[config.mk]
export PLATFORM = sky130hd
export DESIGN_NAME = decoder_stage_controller
export DESIGN_NICKNAME = d
export VERILOG_FILES = /design/src/rtl/decoder_stage_controller_pkg.sv /design/src/rtl/decoder_stage_controller_settle_counter.sv /design/src/rtl/decoder_stage_controller.sv
export SDC_FILE = /design/constraint.sdc
export NUM_CORES = 1
export LEC_CHECK = 0
export CORE_MARGIN = 8
export CORE_UTILIZATION = 30
export DETAILED_ROUTE_END_ITERATION = 6
export PLACE_DENSITY = 0.6
export SLEW_MARGIN = 20
export SYNTH_ARGS = -nofsm -noshare
export SYNTH_HDL_FRONTEND = slang
export SYNTH_SLANG_ARGS = --single-unit
[constraint.sdc]
create_clock -name clk -period 3.99 [get_ports clk]
set_input_delay 0.798 -clock clk [delete_from_list [all_inputs] [get_ports clk]]
set_output_delay 0.798 -clock clk [all_outputs]
set_load 0.01 [all_outputs]
[src/rtl/decoder_stage_controller_pkg.sv]
// Shared decoder definitions: stage codes broadcast to the node/link array.
package decoder_stage_controller_pkg;

  localparam int STAGE_WIDTH = 3;

  typedef enum logic [STAGE_WIDTH-1:0] {
    STAGE_IDLE   = 3'd0,
    STAGE_INIT   = 3'd1,
    STAGE_GROW   = 3'd2,
    STAGE_MERGE  = 3'd3,
    STAGE_RESULT = 3'd4
  } stage_e;

endpackage

[src/rtl/decoder_stage_controller_settle_counter.sv]
// Counts consecutive quiet cycles; settled on the last one of the window.
module settle_counter #(
  parameter int SETTLE_CYCLES = 4
) (
  input  logic clk,
  input  logic reset_n,
  input  logic clear,
  input  logic busy,
  output logic settled
);

  localparam int CW = $clog2(SETTLE_CYCLES);
  localparam logic [CW-1:0] LAST = CW'(SETTLE_CYCLES - 1);

  logic [CW-1:0] count;

  assign settled = !clear && !busy && (count == LAST);

  always_ff @(posedge clk or negedge reset_n) begin
    if (!reset_n) begin
      count <= '0;
    end else if (clear || busy || settled) begin
      count <= '0;
    end else begin
      count <= count + CW'(1);
    end
  end

endmodule

[src/rtl/decoder_stage_controller.sv]
// Sequences INIT/GROW/MERGE rounds of a decode and reports the result.
module decoder_stage_controller
  import decoder_stage_controller_pkg::*;
#(
  parameter int MAX_ITER      = 16,
  parameter int SETTLE_CYCLES = 4
) (
  input  logic                          clk,
  input  logic                          reset_n,
  input  logic                          start,
  input  logic                          busy,
  input  logic                          any_odd_cluster,
  input  logic                          result_ack,
  output logic [STAGE_WIDTH-1:0]        stage,
  output logic                          initialize,
  output logic                          grow_pulse,
  output logic [$clog2(MAX_ITER+1)-1:0] iteration,
  output logic                          result_valid,
  output logic                          timeout
);

  localparam int ITER_W = $clog2(MAX_ITER + 1);
  localparam logic [ITER_W-1:0] ITER_MAX = ITER_W'(MAX_ITER);

  stage_e state;
  logic   settled;

  assign stage = state;

  settle_counter #(
    .SETTLE_CYCLES(SETTLE_CYCLES)
  ) u_settle (
    .clk     (clk),
    .reset_n (reset_n),
    .clear   (state != STAGE_MERGE),
    .busy    (busy),
    .settled (settled)
  );

  always_ff @(posedge clk or negedge reset_n) begin
    if (!reset_n) begin
      state        <= STAGE_IDLE;
      initialize   <= 1'b0;
      grow_pulse   <= 1'b0;
      iteration    <= '0;
      result_valid <= 1'b0;
      timeout      <= 1'b0;
    end else begin
      initialize <= 1'b0;
      grow_pulse <= 1'b0;
      unique case (state)
        STAGE_IDLE: begin
          if (start) begin
            state      <= STAGE_INIT;
            initialize <= 1'b1;
            iteration  <= '0;
            timeout    <= 1'b0;
          end
        end
        STAGE_INIT: begin
          state      <= STAGE_GROW;
          grow_pulse <= 1'b1;
        end
        STAGE_GROW: begin
          state <= STAGE_MERGE;
          if (iteration < ITER_MAX) begin
            iteration <= iteration + ITER_W'(1);
          end
        end
        STAGE_MERGE: begin
          if (settled) begin
            priority case (1'b1)
              !any_odd_cluster: begin
                state        <= STAGE_RESULT;
                result_valid <= 1'b1;
                timeout      <= 1'b0;
              end
              (iteration < ITER_MAX): begin
                state      <= STAGE_GROW;
                grow_pulse <= 1'b1;
              end
              default: begin
                state        <= STAGE_RESULT;
                result_valid <= 1'b1;
                timeout      <= 1'b1;
              end
            endcase
          end
        end
        STAGE_RESULT: begin
          if (result_ack) begin
            state        <= STAGE_IDLE;
            result_valid <= 1'b0;
          end
        end
        default: begin
          state        <= STAGE_IDLE;
          result_valid <= 1'b0;
        end
      endcase
    end
  end

endmodule

==> metrics.yaml <==
ys_seq_elements: 14
wl_per_cell_um: 13.2
p_sw_share_pct: 32.9
core_um2: 2150
fin_crit_sh_pct: 56.7
drt_iter0_drc: 11
design_area_um2: 880
synth_area_leaders: "dfrtp_1 (53%), ha_1 (3.8%), o21ai_0 (3.8%)"
worst_setup_path_end_kind: "output port"
period_needed_ns: 2.26
yosysMostFrequentCell: "dfrtp_1"
synthCells: 64
cts_tree: "done"
p_per_area_nw_per_um2: 590
p_seq_share_pct: 45.1
synth_edf_count: 0
min_path_type: "reg2reg"
clk_pin_slew_worst_paths_ns: 0.09
avgSynthCellArea_um2: 10.3
grt_overflow: 0
cts_resized: 0
drc_errors: 0
vias: 532
ys_seq_area_share_pct: 52.9
h-tree-depth: 1
hpwlAfterDp_mm: 1.04
grt.total_usage_pct: 7.56
synth_nets: 72
hold_buffers: 0
gp_congestion: 0.830
post_cts_buffers: 0
crit_arrival_ns: 1.47
drt-vias-per-instance: 4.88
cts_inserted_buffers: 3
fillCellCount: 219
ir_worst_vdd_uv: 256
fin_worst_skew_ns: 0.00280
critPathTopFamily: "buffers and inverters"
worst_pin_slew_ns: 0.874
clk_latency_ns: 0.27
r2r_setup_slack_ns: 2.20
drive_gt1_share_pct: 7.41
antenna_found_initial: 0
num_antenna_cells: 0
drv_cap: 0
firstDrtPassIters: 4
rows: 17
cp_slowest_stage_delay_ns: 0.61
p_int_uw: 348
setup_tns_ns: 0
synthDominantCellAreaShare_pct: 52.9
cts.sinks: 14
synth_top_cell_by_area: "dfrtp_1"
grt_pass1_vias: 556
clockBufferDepth: 2
status: "completed"
syn_area_um2: 662
detail-route-antenna-nets: 0
wl_mm: 1.44
power.share.clock_pct: 19.7
worstPathMaxFanout: 13
power_uw: 519
relSlewSlack_pct: 40.9
slew_violations: 0
synth_cell_types: 27
final-setup-viol-count: 0
num_io_pins: 18
die-height_um: 63.0
place_area_um2: 843
p_leak_uw: 0.000372
synth_common_cells: "dfrtp_1 (14), nor2_1 (6), o21ai_0 (5), a21oi_1 (4)"
cts_root_buf: "clkbuf_4"
p_comb_share_pct: 35.2
die_w_um: 63.0
area_delta_synth_final_pct: 32.9
rsz0062_at_grt: "false"
p_switching_uw: 171
grt_pass1_wl_mm: 2.46
die_area_um2: 3970
critPathBufInv: 1
report.final.hold_viol_count: 0
start_util_pct: 30.8
start_kind: "register"
io_buffers: 17
synth-async-reset-ratio_pct: 100
ys_warn_count: 0
critPathKind: "reg2out"
layout.nets: 90
cpMaxStageDelayCell: "clkdlybuf4s50_1"
worstPathRequired_ns: 3.19
synth_ff_type: "dfrtp_1"
fmax_mhz: 442
grt_start_max_net_pins: 15
path_cells: "clkdlybuf4s50_1"
stage by stage:
step / utilization (%) / hold slack [ns] / cells / setup WS, ns
after detailed placement: 39.3 / 0.427 / 105 / 1.58
after global placement: 39.3 / 0.420 / 105 / 1.65
after global routing: 40.9 / 0.475 / 109 / 1.64
after CTS: 40.9 / 0.439 / 109 / 1.72
final: 40.9 / 0.434 / 109 / 1.73
after floorplan: - / 0.410 / 64 / 2.28
flip-flops by register name (all words and copies together) (netlist names):
| signal | cells |
|---|---|
| stage | 3 |
| initialize | 1 |
| iteration | 5 |
| u_settle.count | 2 |
| timeout | 1 |
| result_valid | 1 |
| grow_pulse | 1 |
cell families (layout without fill, tap and decap cells):
group | Yosys count | after routing | synth area share [%]
buffers and inverters | 7 | 24 | 5.29
AND/OR/NAND/NOR | 26 | 26 | 23.1
adder cells (fa/ha/maj) | 2 | 2 | 3.78
flip-flops | 14 | 14 | 52.9
AO/OA/AOI/OAI | 15 | 15 | 14.9
final cells by class:
class / instances / area (µm²) / area share, %
Multi-Input combinational cell: 43 / 277 / 31.4
Inverter: 3 / 11.3 / 1.28
Tap cell: 28 / 35.0 / 3.98
Clock buffer: 4 / 36.3 / 4.13
Sequential cell: 14 / 350 / 39.8
Timing Repair Buffer: 17 / 170 / 19.3
path summary, 6_finish.rpt:
kind	startpoint	end	cells past startpoint
setup / recovery	stage[1]	stage[1]	1
hold reg to reg	u_settle.count[0]	u_settle.count[0]	1
setup reg to reg	stage[0]	iteration[3]	3
hold / removal	u_settle.count[0]	u_settle.count[0]	1
max in group asynchronous	reset_n	stage[1]	1
min in group asynchronous	reset_n	stage[0]	1
power by group through the flow:
stage | Sequential (µW) | Clock, µW | Combinational (µW)
floorplan | 237 | 0 | 85.2
CTS | 235 | 104 | 186
detailed placement | 238 | 0 | 185
global route | 244 | 113 | 206
finish | 234 | 102 | 183
global placement | 236 | 0 | 182
layer usage:
layer / GRT usage, % / wire length, µm / up-vias
met1: 8.41 / 626 / 246
met5: 0 / 0 / -
met3: 4.66 / 180 / 0
li1: - / - / 263
met2: 11.1 / 632 / 23
met4: 3.42 / 0 / 0
cells in the final DEF, fill, tap and decap left out:
master / count
nand2_1: 2
a41oi_1: 1
o221a_2: 1
clkbuf_8: 1
nand4_1: 1
nor4b_1: 2
or4b_1: 1
or3_1: 2
or3b_2: 1
nor3_1: 2
nand2b_1: 3
nor2b_1: 1
ha_1: 2
dfrtp_1: 14
o21ai_0: 5
a21oi_1: 4
clkdlybuf4s50_1: 17
inv_1: 3
o22a_1: 1
nand3_1: 2
nor2_1: 6
clkbuf_4: 3
and3_1: 1
a21o_1: 1
nand3b_1: 1
nand4b_1: 1
a2bb2oi_1: 2
Note: power is estimated with default switching activity, not from simulation.
